## config.mk

```make
export PLATFORM = sky130hd
export DESIGN_NAME = prog_func_unit_flat
export DESIGN_NICKNAME = d
export VERILOG_FILES = /design/src/rtl/func_pkg.sv /design/src/rtl/prog_func_unit_if.sv /design/src/rtl/tt_shift_loader.sv /design/src/rtl/prog_func_unit.sv /design/src/flat_wrapper.sv
export SDC_FILE = /design/constraint.sdc
export NUM_CORES = 1
export LEC_CHECK = 0
export ABC_AREA = 1
export CAP_MARGIN = 20
export CELL_PAD_IN_SITES_DETAIL_PLACEMENT = 0
export CELL_PAD_IN_SITES_GLOBAL_PLACEMENT = 2
export CORE_UTILIZATION = 37
export CTS_CLUSTER_SIZE = 25
export DETAILED_ROUTE_END_ITERATION = 7
export GPL_TIMING_DRIVEN = 0
export PLACE_DENSITY = 0.8
export RECOVER_POWER = 100
export SLEW_MARGIN = 0
export SYNTH_ARGS = -nofsm -noshare
export SYNTH_HDL_FRONTEND = slang
export SYNTH_SLANG_ARGS = --single-unit
```

## constraint.sdc

```tcl
create_clock -name clk -period 5.3 [get_ports clk]
set_clock_uncertainty 0.2 [all_clocks]
set_input_delay 0.53 -clock clk [delete_from_list [all_inputs] [get_ports clk]]
set_output_delay 0.53 -clock clk [all_outputs]
set_load 0.1 [all_outputs]
```

## src/rtl/func_pkg.sv

```systemverilog
// func_pkg: shared FSM encoding and truth-table width helpers for the programmable function unit.
package func_pkg;

    typedef enum logic [1:0] {
        IDLE  = 2'd0,
        LOAD  = 2'd1,
        SWEEP = 2'd2
    } state_e;

    function automatic int tt_w(input int n);
        return 1 << n;
    endfunction

    // One extra bit so the counter can hold TT_W itself without wrapping.
    function automatic int cnt_w(input int n);
        return $clog2(1 << n) + 1;
    endfunction

endpackage

```

## src/rtl/prog_func_unit_if.sv

```systemverilog
// prog_func_unit_if: config, eval and sweep signals of the programmable function unit.
interface prog_func_unit_if #(
    parameter int N_IN = 4
);

    logic            cfg_load;
    logic            cfg_bit_valid;
    logic            cfg_bit;
    logic            eval_valid;
    logic [N_IN-1:0] eval_in;
    logic            eval_s;
    logic            eval_s_valid;
    logic            sweep_start;
    logic            sweep_valid;
    logic            sweep_ready;
    logic [N_IN-1:0] sweep_idx;
    logic            sweep_s;
    logic            sweep_last;
    logic            busy;

    modport master (
        output cfg_load, cfg_bit_valid, cfg_bit, eval_valid, eval_in, sweep_start, sweep_ready,
        input  eval_s, eval_s_valid, sweep_valid, sweep_idx, sweep_s, sweep_last, busy
    );

    modport slave (
        input  cfg_load, cfg_bit_valid, cfg_bit, eval_valid, eval_in, sweep_start, sweep_ready,
        output eval_s, eval_s_valid, sweep_valid, sweep_idx, sweep_s, sweep_last, busy
    );

endinterface

```

## src/rtl/tt_shift_loader.sv

```systemverilog
// tt_shift_loader: LSB-first serial shadow register and bit counter for truth-table reloads.
module tt_shift_loader
    import func_pkg::*;
#(
    parameter int N_IN = 4
) (
    input  logic                  clk,
    input  logic                  reset,
    input  logic                  clr,
    input  logic                  shift_en,
    input  logic                  cfg_bit,
    output logic                  load_done,
    output logic [tt_w(N_IN)-1:0] shadow
);

    localparam int TT_W = tt_w(N_IN);
    localparam int CW   = cnt_w(N_IN);

    logic [CW-1:0]   cnt_q, cnt_d;
    logic [TT_W-1:0] shadow_q, shadow_d;
    logic            take;

    assign load_done = cnt_q == CW'(TT_W);
    assign shadow    = shadow_q;

    always_comb begin
        take     = shift_en && !load_done;
        cnt_d    = clr ? '0 : cnt_q + CW'(take);
        shadow_d = take ? {cfg_bit, shadow_q[TT_W-1:1]} : shadow_q;
    end

    always_ff @(posedge clk or posedge reset) begin
        if (reset) begin
            cnt_q    <= '0;
            shadow_q <= '0;
        end else begin
            cnt_q    <= cnt_d;
            shadow_q <= shadow_d;
        end
    end

endmodule

```

## src/rtl/prog_func_unit.sv

```systemverilog
// prog_func_unit: reloadable 2^N_IN-entry truth table with a registered eval path and a
// valid/ready sweep engine that streams every entry for self-check.
module prog_func_unit
    import func_pkg::*;
#(
    parameter int                    N_IN    = 4,
    parameter logic [tt_w(N_IN)-1:0] TT_INIT = 16'h212F
) (
    input logic            clk,
    input logic            reset,
    prog_func_unit_if.slave bus
);

    localparam int TT_W = tt_w(N_IN);

    state_e          state_q, state_d;
    logic [TT_W-1:0] tt_q, tt_d;
    logic            eval_s_q, eval_s_d;
    logic            eval_s_valid_q;
    logic            sweep_valid_q, sweep_valid_d;
    logic [N_IN-1:0] idx_q, idx_d;
    logic            load_done;
    logic [TT_W-1:0] shadow;
    logic            xfer;
    logic            last;

    tt_shift_loader #(.N_IN(N_IN)) u_loader (
        .clk      (clk),
        .reset    (reset),
        .clr      (state_q != LOAD),
        .shift_en (state_q == LOAD && bus.cfg_bit_valid),
        .cfg_bit  (bus.cfg_bit),
        .load_done(load_done),
        .shadow   (shadow)
    );

    always_comb begin
        xfer    = sweep_valid_q && bus.sweep_ready;
        last    = &idx_q;
        state_d = IDLE;
        case (state_q)
            IDLE:    state_d = bus.cfg_load ? LOAD : bus.sweep_start ? SWEEP : IDLE;
            LOAD:    state_d = load_done ? IDLE : LOAD;
            SWEEP:   state_d = (xfer && last) ? IDLE : SWEEP;
            default: state_d = IDLE;
        endcase
        tt_d          = (state_q == LOAD && load_done) ? shadow : tt_q;
        eval_s_d      = bus.eval_valid ? tt_q[bus.eval_in] : eval_s_q;
        sweep_valid_d = (state_q == IDLE && !bus.cfg_load && bus.sweep_start) ||
                        (sweep_valid_q && !(xfer && last));
        // Index wraps to 0 naturally on the last beat.
        idx_d         = xfer ? idx_q + N_IN'(1) : idx_q;
    end

    always_ff @(posedge clk or posedge reset) begin
        if (reset) begin
            state_q        <= IDLE;
            tt_q           <= TT_INIT;
            eval_s_q       <= 1'b0;
            eval_s_valid_q <= 1'b0;
            sweep_valid_q  <= 1'b0;
            idx_q          <= '0;
        end else begin
            state_q        <= state_d;
            tt_q           <= tt_d;
            eval_s_q       <= eval_s_d;
            eval_s_valid_q <= bus.eval_valid;
            sweep_valid_q  <= sweep_valid_d;
            idx_q          <= idx_d;
        end
    end

    assign bus.eval_s       = eval_s_q;
    assign bus.eval_s_valid = eval_s_valid_q;
    assign bus.sweep_valid  = sweep_valid_q;
    assign bus.sweep_idx    = idx_q;
    assign bus.sweep_s      = sweep_valid_q && tt_q[idx_q];
    assign bus.sweep_last   = sweep_valid_q && last;
    assign bus.busy         = state_q != IDLE;

endmodule
```

## src/flat_wrapper.sv

```systemverilog
// flat-port wrapper written by rule: the top's interface ports become plain ports
module prog_func_unit_flat import func_pkg::*;
#(
    parameter int                    N_IN    = 4,
    parameter logic [tt_w(N_IN)-1:0] TT_INIT = 16'h212F
)
  (clk, reset, bus_cfg_load, bus_cfg_bit_valid, bus_cfg_bit, bus_eval_valid, bus_eval_in, bus_sweep_start, bus_sweep_ready, bus_eval_s, bus_eval_s_valid, bus_sweep_valid, bus_sweep_idx, bus_sweep_s, bus_sweep_last, bus_busy);
  prog_func_unit_if #(.N_IN(N_IN)) bus_i ();
  input logic clk;
  input logic reset;
  input wire logic [$bits(bus_i.cfg_load)-1:0] bus_cfg_load;
  input wire logic [$bits(bus_i.cfg_bit_valid)-1:0] bus_cfg_bit_valid;
  input wire logic [$bits(bus_i.cfg_bit)-1:0] bus_cfg_bit;
  input wire logic [$bits(bus_i.eval_valid)-1:0] bus_eval_valid;
  input wire logic [$bits(bus_i.eval_in)-1:0] bus_eval_in;
  input wire logic [$bits(bus_i.sweep_start)-1:0] bus_sweep_start;
  input wire logic [$bits(bus_i.sweep_ready)-1:0] bus_sweep_ready;
  output wire logic [$bits(bus_i.eval_s)-1:0] bus_eval_s;
  output wire logic [$bits(bus_i.eval_s_valid)-1:0] bus_eval_s_valid;
  output wire logic [$bits(bus_i.sweep_valid)-1:0] bus_sweep_valid;
  output wire logic [$bits(bus_i.sweep_idx)-1:0] bus_sweep_idx;
  output wire logic [$bits(bus_i.sweep_s)-1:0] bus_sweep_s;
  output wire logic [$bits(bus_i.sweep_last)-1:0] bus_sweep_last;
  output wire logic [$bits(bus_i.busy)-1:0] bus_busy;
  assign bus_i.cfg_load = bus_cfg_load;
  assign bus_i.cfg_bit_valid = bus_cfg_bit_valid;
  assign bus_i.cfg_bit = bus_cfg_bit;
  assign bus_i.eval_valid = bus_eval_valid;
  assign bus_i.eval_in = bus_eval_in;
  assign bus_i.sweep_start = bus_sweep_start;
  assign bus_i.sweep_ready = bus_sweep_ready;
  assign bus_eval_s = bus_i.eval_s;
  assign bus_eval_s_valid = bus_i.eval_s_valid;
  assign bus_sweep_valid = bus_i.sweep_valid;
  assign bus_sweep_idx = bus_i.sweep_idx;
  assign bus_sweep_s = bus_i.sweep_s;
  assign bus_sweep_last = bus_i.sweep_last;
  assign bus_busy = bus_i.busy;
  prog_func_unit #(.N_IN(N_IN), .TT_INIT(TT_INIT)) u_core (.clk(clk), .reset(reset), .bus(bus_i));
endmodule
```

==> results_dict.tcl <==
set metrics [dict create \
    arrival_ns 2.66 \
    core_area_um2 5960 \
    drt_iter0_drc 53 \
    drcViolationCount 0 \
    ant_nets 0 \
    whs_ns 0.286 \
    max_freq_mhz 295 \
    synthCells 274 \
    synth.avg_cell_area_um2 8.37 \
    synthAdderAreaFrac 0.0164 \
    hold_depth 2 \
    numClockSinks 46 \
    final_util 0.438 \
    async_flop_share 1.00 \
    maxCapViolCount 0 \
    cts_buffers 5 \
    vias_per_cell 4.60 \
    post-route-period-util 0.640 \
    finalWirelength_um 4690 \
    hp-start "u_core.bus.eval_s" \
    cts-root-buf "clkbuf_8" \
    pwr_density_cell_nw_per_um2 526 \
    critPathRequiredTime_ns 4.57 \
    setup_tns_ns 0 \
    die-area_um2 6520 \
    yosys-mux-area-fraction 0.0147 \
    r2r_cells 12 \
    cts-hold-fix-buffers 0 \
    r2r_start "u_core.state_q[1]" \
    synth_edf_count 0 \
    rsz0062_at_grt "no" \
    cts_htree_levels 2 \
    hold_class "reg -> reg" \
    grt_pass1_wl_um 8340 \
    synth_area_um2 2290 \
    irDropWorstVdd_v 0.000381 \
    hpwl_um 3560 \
    die_h_um 80.8 \
    worstSkewPairLatency_ns 0.30 \
    total_power_mw 1.37 \
    finalSetupViolations 0 \
    synth_flop_cell "dfrtp_1" \
    ios 22 \
    post_cts.repair.setup_buffers 0 \
    slowest_stage "dlygate4sd3_1" \
    period_needed_ns 3.39 \
    hold_viol 0 \
    dpl-instance-area_um2 2610 \
    syn_nets 289 \
    cts_tree "yes" \
    slew_headroom 0.148 \
    antenna_found_initial 0 \
    dr.pass1.iters 4 \
    cts.reportedPaths.clkPinSlew_ns 0.09 \
    worstMarginPinSlew_ns 1.28 \
    crit_path_start_kind "register" \
    path_cells "inv_1 -> nand3_1 -> nand2_1 -> nand2_1 -> nand2_1 -> inv_1 -> a21oi_1 -> dlygate4sd3_1" \
    r2r_slack_ns 2.14 \
    ys_warn_count 0 \
    postLayoutCellArea_um2 2610 \
    grt_pass1_vias 1794 \
    fp.dieW_um 80.8 \
    grt_max_degree 25 \
    synth_xor_xnor_area_share 0.0115 \
    synth_seq_cells 46 \
    synth_top_family_by_area "simple AND/OR/NAND/NOR gates" \
    r2r-end "u_core.u_loader.cnt_q[4]" \
    status "complete, no violations" \
    path_max_fanout 7 \
    num-fill-cells 657 \
    path_class "reg -> out" \
    critPathCaptureType "primary output" \
    p_leak_nw 1.30 \
    crit_path_max_incr_delay_ns 1.21 \
    grtUsageTotal 0.171 \
    synth_compound_area_frac 0.0714 \
    port_buffers 20 \
    place_congestion 0.712 \
    synth_cell_types 29 \
    post_synth_and_or_nand_nor_area_fraction 0.287 \
    start_util 0.385 \
    diodes 0 \
    slew_violations 0 \
    areaGrowthSynthToFinish_pct 13.6 \
    grt_remaining_overflow 0 \
    routedWlPerCell_um 12.4 \
    cts_buffer_depth 2 \
    nets 317 \
    crit_top_cell "nand2_1" \
    drive_gt1_frac 0.0990 \
    vias 1739 \
    placement_rows 28 \
    yosysSeqAreaShare 0.505 \
    hold_end "u_core.bus.eval_s" \
    ctsResizeCount 0 \
]
==> per-layer routing <==
layer | GRT usage | wire (um) | vias up
met3 | 0.0382 | 178 | 6
met5 | 0 | 0 | -
met2 | 0.275 | 2110 | 29
met4 | 0.0643 | 73 | 0
met1 | 0.226 | 2330 | 801
li1 | - | - | 903
==> worst max-delay path by stage <==
stage / endpoint / slack, ns / from
global placement: bus_sweep_s / 2.29 / u_core.bus.sweep_idx[1]
floorplan: bus_sweep_s / 1.49 / u_core.bus.sweep_idx[0]
detailed placement: bus_sweep_s / 2.28 / u_core.bus.sweep_idx[0]
finish: bus_sweep_s / 1.91 / u_core.bus.sweep_idx[1]
global route: u_core.u_loader.cnt_q[4] / 1.67 / u_core.state_q[1]
CTS: bus_sweep_s / 1.93 / u_core.bus.sweep_idx[1]
==> per-stage QoR <==
stage                     worst slack, ns  std cells
final                                1.91        378
after detailed placement             2.28        370
after global placement               2.29        369
after CTS                            1.93        378
after floorplan                      1.49        274
after global routing                 1.67        378
==> cells by family (layout without fill, tap and decap cells) <==
family                     count (synthesis)  count (layout)
and+or+nand+nor                          150             150
DFF                                       46              46
buffers and inverters                     43              72
AOI/OAI and AO/OA                         26              26
adders and majority gates                  3               3
xor gates and xnor gates                   3               3
muxes                                      3               3
==> cells in the final DEF, fill, tap and decap left out <==
cell type	netlist	routed
nand2_1	103	104
dfrtp_1	39	39
inv_1	33	33
nand3_1	23	24
o21ai_0	12	18
dlygate4sd3_1	0	14
nor2_1	9	11
nand2_2	7	7
dfstp_2	7	7
clkbuf_1	0	6
clkbuf_8	0	6
clkdlybuf4s50_1	0	6
a21oi_1	4	4
xor2_1	3	3
o211ai_1	3	3
mux2_1	3	3
ha_1	3	3
clkinvlp_2	0	2
buf_2	2	2
inv_2	1	1
nor2_4	3	1
nor2_2	1	1
buf_4	1	1
nor4_1	1	1
nor3_1	1	1
o21ai_2	7	1
bufinv_16	0	1
==> cell type report <==
| cell class | instances | area, um2 | area share |
|---|---|---|---|
| multi-input combinational | 185 | 863 | 0.331 |
| timing repair buffer | 21 | 204 | 0.0782 |
| clock inverter | 1 | 30.0 | 0.0115 |
| clock buffer | 7 | 86.3 | 0.0331 |
| tap | 75 | 93.8 | 0.0360 |
| inverter | 36 | 138 | 0.0528 |
| buffer | 7 | 32.5 | 0.0125 |
| sequential | 46 | 1160 | 0.445 |
==> registers in the layout, indices dropped and copies added, names as in the netlist <==
| register | count |
|---|---|
| u_core.u_loader.shadow | 16 |
| u_core.bus.eval_s | 1 |
| u_core.bus.sweep_idx | 4 |
| u_core.u_loader.cnt_q | 5 |
| u_core.bus.sweep_valid | 1 |
| u_core.state_q | 2 |
| u_core.bus.eval_s_valid | 1 |
| u_core.tt_q | 16 |
==> worst max-delay path, delay by kind of cell, from the launching register on <==
family | cells | cell delay (ns)
buffers and inverters | 3 | 1.46
AND/OR/NAND/NOR | 4 | 0.30
flip-flops | 1 | 0.48
AO/OA/AOI/OAI | 1 | 0.12
==> where the power goes <==
group	internal (mW)	total, mW	switching [mW]
registers	0.431	0.511	0.0797
clock network	0.154	0.272	0.118
logic	0.147	0.589	0.442
==> cells in the mapped netlist, types with 2 or more instances <==
| cell type | instances | area [um2] |
|---|---|---|
| a21oi_1 | 4 | 20.0 |
| buf_2 | 2 | 10.0 |
| dfrtp_1 | 39 | 976 |
| dfstp_2 | 7 | 184 |
| ha_1 | 3 | 37.5 |
| inv_1 | 33 | 124 |
| mux2_1 | 3 | 33.8 |
| nand2_1 | 103 | 387 |
| nand2_2 | 7 | 43.8 |
| nand3_1 | 23 | 115 |
| nor2_1 | 9 | 33.8 |
| nor2_4 | 3 | 33.8 |
| o211ai_1 | 3 | 22.5 |
| o21ai_0 | 12 | 60.1 |
| o21ai_2 | 7 | 61.3 |
| xor2_1 | 3 | 26.3 |
(Power assumes the default switching activity.)
